### src/rtl/pico_sequencer_if.sv
// rtl/pico_sequencer_if.sv - picoMips opcodes and sequencer-to-core signal bundle
package pico_opcodes_pkg;
    localparam logic [2:0] OP_ADD  = 3'd0;
    localparam logic [2:0] OP_ADDI = 3'd1;
    localparam logic [2:0] OP_MUL  = 3'd2;
    localparam logic [2:0] OP_MULI = 3'd3;
    localparam logic [2:0] OP_LSW  = 3'd4;
    localparam logic [2:0] OP_ATR  = 3'd5;
    localparam logic [2:0] OP_HEI  = 3'd6;
    localparam logic [2:0] OP_RTA  = 3'd7;
endpackage

interface pico_sequencer_if #(
    parameter int ADDR_W = 5
);
    logic              Run;
    logic [2:0]        Func;
    logic              HeiArg;
    logic              Sw8;
    logic [ADDR_W-1:0] InstrAddr;
    logic              FetchEn;
    logic              AccWe;
    logic              RegWe;
    logic [1:0]        Phase;
    logic              Waiting;
    logic              Idle;

    modport master (
        input  Run, Func, HeiArg, Sw8,
        output InstrAddr, FetchEn, AccWe, RegWe, Phase, Waiting, Idle
    );

    modport slave (
        output Run, Func, HeiArg, Sw8,
        input  InstrAddr, FetchEn, AccWe, RegWe, Phase, Waiting, Idle
    );
endinterface

### src/rtl/pico_sequencer.sv
// rtl/pico_sequencer.sv - four-phase FETCH/DECODE/READ/EXEC sequencer with OP_HEI stall on debounced SW[8]
module pico_sequencer
    import pico_opcodes_pkg::*;
#(
    parameter int ADDR_W    = 5,
    parameter int LAST_ADDR = 23,
    parameter int DEBOUNCE  = 4
) (
    input logic               Clock,
    input logic               Reset,
    pico_sequencer_if.master  bus
);

    localparam int CNT_W = (DEBOUNCE < 2) ? 1 : $clog2(DEBOUNCE + 1);

    typedef enum logic [2:0] {
        S_IDLE,
        S_FETCH,
        S_DECODE,
        S_READ,
        S_EXEC,
        S_WAIT
    } state_t;

    state_t            state, state_nxt;
    logic [ADDR_W-1:0] instr_addr, addr_nxt, addr_inc;
    logic              sw8_s1, sw8_s2, sw8_db;
    logic [CNT_W-1:0]  db_cnt;

    logic              fetch_en, acc_we, reg_we, waiting, idle;
    logic [1:0]        phase;
    logic              hei_stall;

    always_ff @(posedge Clock) begin
        if (Reset) begin
            state      <= S_IDLE;
            instr_addr <= '0;
        end else begin
            state      <= state_nxt;
            instr_addr <= addr_nxt;
        end
    end

    // sw8_db only flips after DEBOUNCE back-to-back synchronised samples disagree with it.
    always_ff @(posedge Clock) begin
        if (Reset) begin
            sw8_s1 <= 1'b0;
            sw8_s2 <= 1'b0;
            sw8_db <= 1'b0;
            db_cnt <= '0;
        end else begin
            sw8_s1 <= bus.Sw8;
            sw8_s2 <= sw8_s1;
            if (sw8_s2 == sw8_db) begin
                db_cnt <= '0;
            end else if (db_cnt == CNT_W'(DEBOUNCE - 1)) begin
                sw8_db <= sw8_s2;
                db_cnt <= '0;
            end else begin
                db_cnt <= db_cnt + CNT_W'(1);
            end
        end
    end

    assign addr_inc  = (instr_addr == ADDR_W'(LAST_ADDR)) ? '0 : instr_addr + ADDR_W'(1);
    assign hei_stall = (sw8_db == bus.HeiArg);

    always_comb begin
        state_nxt = state;
        addr_nxt  = instr_addr;
        fetch_en  = 1'b0;
        acc_we    = 1'b0;
        reg_we    = 1'b0;
        waiting   = 1'b0;
        idle      = 1'b0;
        phase     = 2'd0;
        case (state)
            S_IDLE: begin
                idle = 1'b1;
                if (bus.Run) state_nxt = S_FETCH;
            end
            S_FETCH: begin
                fetch_en  = 1'b1;
                state_nxt = S_DECODE;
            end
            S_DECODE: begin
                phase     = 2'd1;
                state_nxt = S_READ;
            end
            S_READ: begin
                phase     = 2'd2;
                state_nxt = S_EXEC;
            end
            S_EXEC: begin
                phase = 2'd3;
                if (bus.Func == OP_HEI && hei_stall) begin
                    state_nxt = S_WAIT;
                end else begin
                    acc_we    = (bus.Func != OP_HEI) && (bus.Func != OP_ATR);
                    reg_we    = (bus.Func == OP_ATR);
                    addr_nxt  = addr_inc;
                    state_nxt = bus.Run ? S_FETCH : S_IDLE;
                end
            end
            S_WAIT: begin
                phase   = 2'd3;
                waiting = 1'b1;
                // Run is deliberately ignored until the switch releases the stall.
                if (!hei_stall) begin
                    addr_nxt  = addr_inc;
                    state_nxt = bus.Run ? S_FETCH : S_IDLE;
                end
            end
            default: begin
                state_nxt = S_IDLE;
            end
        endcase
    end

    // Reset aborts the instruction in flight, so a strobe must not escape in that cycle.
    assign bus.AccWe     = acc_we & ~Reset;
    assign bus.RegWe     = reg_we & ~Reset;
    assign bus.FetchEn   = fetch_en;
    assign bus.Phase     = phase;
    assign bus.Waiting   = waiting;
    assign bus.Idle      = idle;
    assign bus.InstrAddr = instr_addr;

endmodule
### src/flat_wrapper.sv
// flat-port wrapper written by rule: the top's interface ports become plain ports
module pico_sequencer_flat import pico_opcodes_pkg::*;
#(
    parameter int ADDR_W    = 5,
    parameter int LAST_ADDR = 23,
    parameter int DEBOUNCE  = 4
)
  (Clock, Reset, bus_Run, bus_Func, bus_HeiArg, bus_Sw8, bus_InstrAddr, bus_FetchEn, bus_AccWe, bus_RegWe, bus_Phase, bus_Waiting, bus_Idle);
  pico_sequencer_if #(.ADDR_W(ADDR_W)) bus_i ();
  input logic Clock;
  input logic Reset;
  input wire logic [$bits(bus_i.Run)-1:0] bus_Run;
  input wire logic [$bits(bus_i.Func)-1:0] bus_Func;
  input wire logic [$bits(bus_i.HeiArg)-1:0] bus_HeiArg;
  input wire logic [$bits(bus_i.Sw8)-1:0] bus_Sw8;
  output wire logic [$bits(bus_i.InstrAddr)-1:0] bus_InstrAddr;
  output wire logic [$bits(bus_i.FetchEn)-1:0] bus_FetchEn;
  output wire logic [$bits(bus_i.AccWe)-1:0] bus_AccWe;
  output wire logic [$bits(bus_i.RegWe)-1:0] bus_RegWe;
  output wire logic [$bits(bus_i.Phase)-1:0] bus_Phase;
  output wire logic [$bits(bus_i.Waiting)-1:0] bus_Waiting;
  output wire logic [$bits(bus_i.Idle)-1:0] bus_Idle;
  assign bus_i.Run = bus_Run;
  assign bus_i.Func = bus_Func;
  assign bus_i.HeiArg = bus_HeiArg;
  assign bus_i.Sw8 = bus_Sw8;
  assign bus_InstrAddr = bus_i.InstrAddr;
  assign bus_FetchEn = bus_i.FetchEn;
  assign bus_AccWe = bus_i.AccWe;
  assign bus_RegWe = bus_i.RegWe;
  assign bus_Phase = bus_i.Phase;
  assign bus_Waiting = bus_i.Waiting;
  assign bus_Idle = bus_i.Idle;
  pico_sequencer #(.ADDR_W(ADDR_W), .LAST_ADDR(LAST_ADDR), .DEBOUNCE(DEBOUNCE)) u_core (.Clock(Clock), .Reset(Reset), .bus(bus_i));
endmodule
### config.mk
export PLATFORM = sky130hd
export DESIGN_NAME = pico_sequencer_flat
export DESIGN_NICKNAME = d
export VERILOG_FILES = /design/src/rtl/pico_sequencer_if.sv /design/src/rtl/pico_sequencer.sv /design/src/flat_wrapper.sv
export SDC_FILE = /design/constraint.sdc
export NUM_CORES = 1
export LEC_CHECK = 0
export BUFFER_PORTS_ARGS = -buffer_cell sky130_fd_sc_hd__buf_4
export CAP_MARGIN = 20
export CORE_MARGIN = 2
export CORE_UTILIZATION = 32
export CTS_CLUSTER_DIAMETER = 50
export DETAILED_ROUTE_END_ITERATION = 10
export SLEW_MARGIN = 20
export SYNTH_ARGS = -nofsm -noshare
export SYNTH_HDL_FRONTEND = slang
export SYNTH_SLANG_ARGS = --single-unit
### constraint.sdc
create_clock -name Clock -period 2 [get_ports Clock]
set_clock_uncertainty 0.05 [all_clocks]
set_input_delay 0.1 -clock Clock [delete_from_list [all_inputs] [get_ports Clock]]
set_output_delay 0.1 -clock Clock [all_outputs]
set_load 0.05 [all_outputs]
==> metrics.txt <==
status finished clean; share of cells above drive strength 1 29.3%; sequential cell area 280 um2; final setup fails 0; clock root buffer clkbuf_4; WS Path Type reg -> out; CP Cell Sequence inv_1, or2_2, nand2_1, buf_4; via count 620; leakage power 0.360 nW; Initial Util 34.4%; Tot GR Track Use 11.6%; crit path DAT 1.55 ns; overall power 0.627 mW; CP required 1.85 ns; commonest non-fill, non-tap cell in the layout buf_4; Routed Antenna Nets 0; hold depth 2; Layout Nets 111; Fin Setup TNS 0 ns; Yosys top cell by area dfxtp_1; core box area 0.00200 mm2; peak supply drop 0.412 mV; syn_nets 89; Hold Crit Class in -> reg; clock buffer depth 2; critical path fanouts, max 8; max-slew violation count 0; Slew @ Worst Pin 0.329 ns; Fmax 587 MHz; IO Pins 20; Final min period 1.70 ns; critical path's slowest cell dfxtp_1; Final period util 85.2%; Area contributors post-synth dfxtp_1 41%, ha_1 5.5%, a21oi_1 4.4%; most frequent cells in the layout 19 x buf_4, 14 x dfxtp_1, 8 x nor2_1, 6 x a21oi_1; DIE WIDTH 50.4 um; Layout fillers 206; Gate Count Post-Synth 78; Avg Inst Size Synth 8.82 um2; number of antenna violations at the first check in global routing 0; Core Util, Final 45.4%; Port-buffer cells 19; reg2reg path depth 4; via/cell ratio 4.92; Seq/Total Area, Yosys 40.7%; Worst slew margin 78.0%; worst hold margin 0.0416 ns; Worst setup SP type flip-flop; library cells used by synthesis 33; first-pass GRT wire length 2.22 mm; yosys warns 0; 1st-pass router iterations 4; DP Wirelength 999 um; max incr delay on CP 0.52 ns; crit path capture type primary output; Layout area overhead 32.2%; drt drc 0; H-tree Lvls 1; WL/cell 10.7 um; DRT iter0 DRCs 17; Post-Route WL 1.35 mm; Ant. Diodes 0; CTS tree done; Pwr Density 689 mW/mm2; Die Y 50.4 um; Reg clk slew, reported paths 0.09 ns; clock sink count 14; Hold Fails Final Rpt 0; Congestion Overflow GR 0; RSZ-0062 raised after global routing false; Synth top area share 40.7%; Clk Latency, worst-skew pair 0.28 ns; max-cap viol count 0; largest net degree at the start of global routing 15; Multi-input gate area 388 um2; number of global-route vias before repair 536; die area 0.00254 mm2; FF+latch count, synth 14; post_cts resized 0; Mapped Area 688 um2; Placer Congestion 0.759; FP Rows 16; total CTS buffers 3
[metrics by stage]
step | cell area [um2] | std cells | worst slack (ns)
2_1_floorplan | 701 | 78 | 0.123
5_1_grt | 910 | 126 | 0.183
4_1_cts | 910 | 126 | 0.289
3_3_place_gp | 863 | 121 | 0.537
6_report | 910 | 126 | 0.296
3_5_place_dp | 863 | 121 | 0.505
[per-layer routing]
metal  share of wire, %  GRT usage [%]
met5                  0              0
met3                6.4           4.76
met4                1.0           5.41
met2                 46           18.0
met1                 46           13.8
[cells by family after synthesis]
kind of cell               synth area share, %
xor gates and xnor gates                  6.18
AOI/OAI and AO/OA                         14.9
muxes                                     4.36
adders and majority gates                 5.46
and+or+nand+nor                           23.6
buffers and inverters                     4.73
DFF                                       40.7
[critical path, delay by kind of cell (launching register included)]
family / cells / cell delay (ns)
buf+inv: 2 / 0.35
simple gates: 2 / 0.40
flops: 1 / 0.52
[power breakdown]
part / leakage, nW / switching (mW) / internal, mW / total (mW)
Sequential: 0.114 / 0.0151 / 0.287 / 0.302
Clock: 0.0210 / 0.0945 / 0.111 / 0.205
Combinational: 0.226 / 0.0752 / 0.0439 / 0.119
Total: 0.360 / 0.185 / 0.442 / 0.627
[state kept, by name (all words and copies together), names as in the netlist]
signal / count
u_core.state: 3
u_core.db_cnt: 3
u_core.bus.InstrAddr: 5
u_core.sw8_db: 1
u_core.sw8_s2: 1
u_core.sw8_s1: 1
[synthesized netlist by cell type]
master      n
dfxtp_1    14
nor2_1      8
a21oi_1     6
inv_1       5
o21ai_0     5
ha_1        3
mux2i_1     3
nand2_1     3
nor3_1      3
nand3b_1    2
nor2b_1     2
or3_1       2
xnor2_1     2
a2111oi_0   1
a21o_1      1
a22o_1      1
a22oi_1     1
a31oi_1     1
a41oi_1     1
and3_1      1
buf_2       1
clkbuf_1    1
clkbuf_2    1
nand2b_1    1
nand3_1     1
nor2b_2     1
nor3b_2     1
nor4_1      1
or2_2       1
or2b_1      1
or4_1       1
xor2_1      1
xor2_2      1
[timing repair]
item | in CTS | in global routing
endpoints found under the hold margin | 1 | 0
buffers inserted | 0 | 0
hold buffers | 1 | 0
[path summary, 6_finish.rpt]
| path | to | startpoint | slack, ns |
|---|---|---|---|
| hold / removal | u_core.bus.InstrAddr[4] | Reset | 0.04 |
| setup / recovery | bus_Phase[1] | u_core.state[0] | 0.30 |
| setup reg to reg | u_core.bus.InstrAddr[4] | u_core.state[2] | 0.47 |
| hold reg to reg | u_core.db_cnt[0] | u_core.db_cnt[0] | 0.38 |
[area by class of cell]
type / count / share of cell area (%)
inverter: 5 / 2.06
timing repair buffer: 20 / 16.8
sequential: 14 / 30.8
clock buffer: 4 / 3.99
tap: 27 / 3.71
multi-input combinational: 56 / 42.6
No activity file was read; power rests on OpenSTA's default activity.
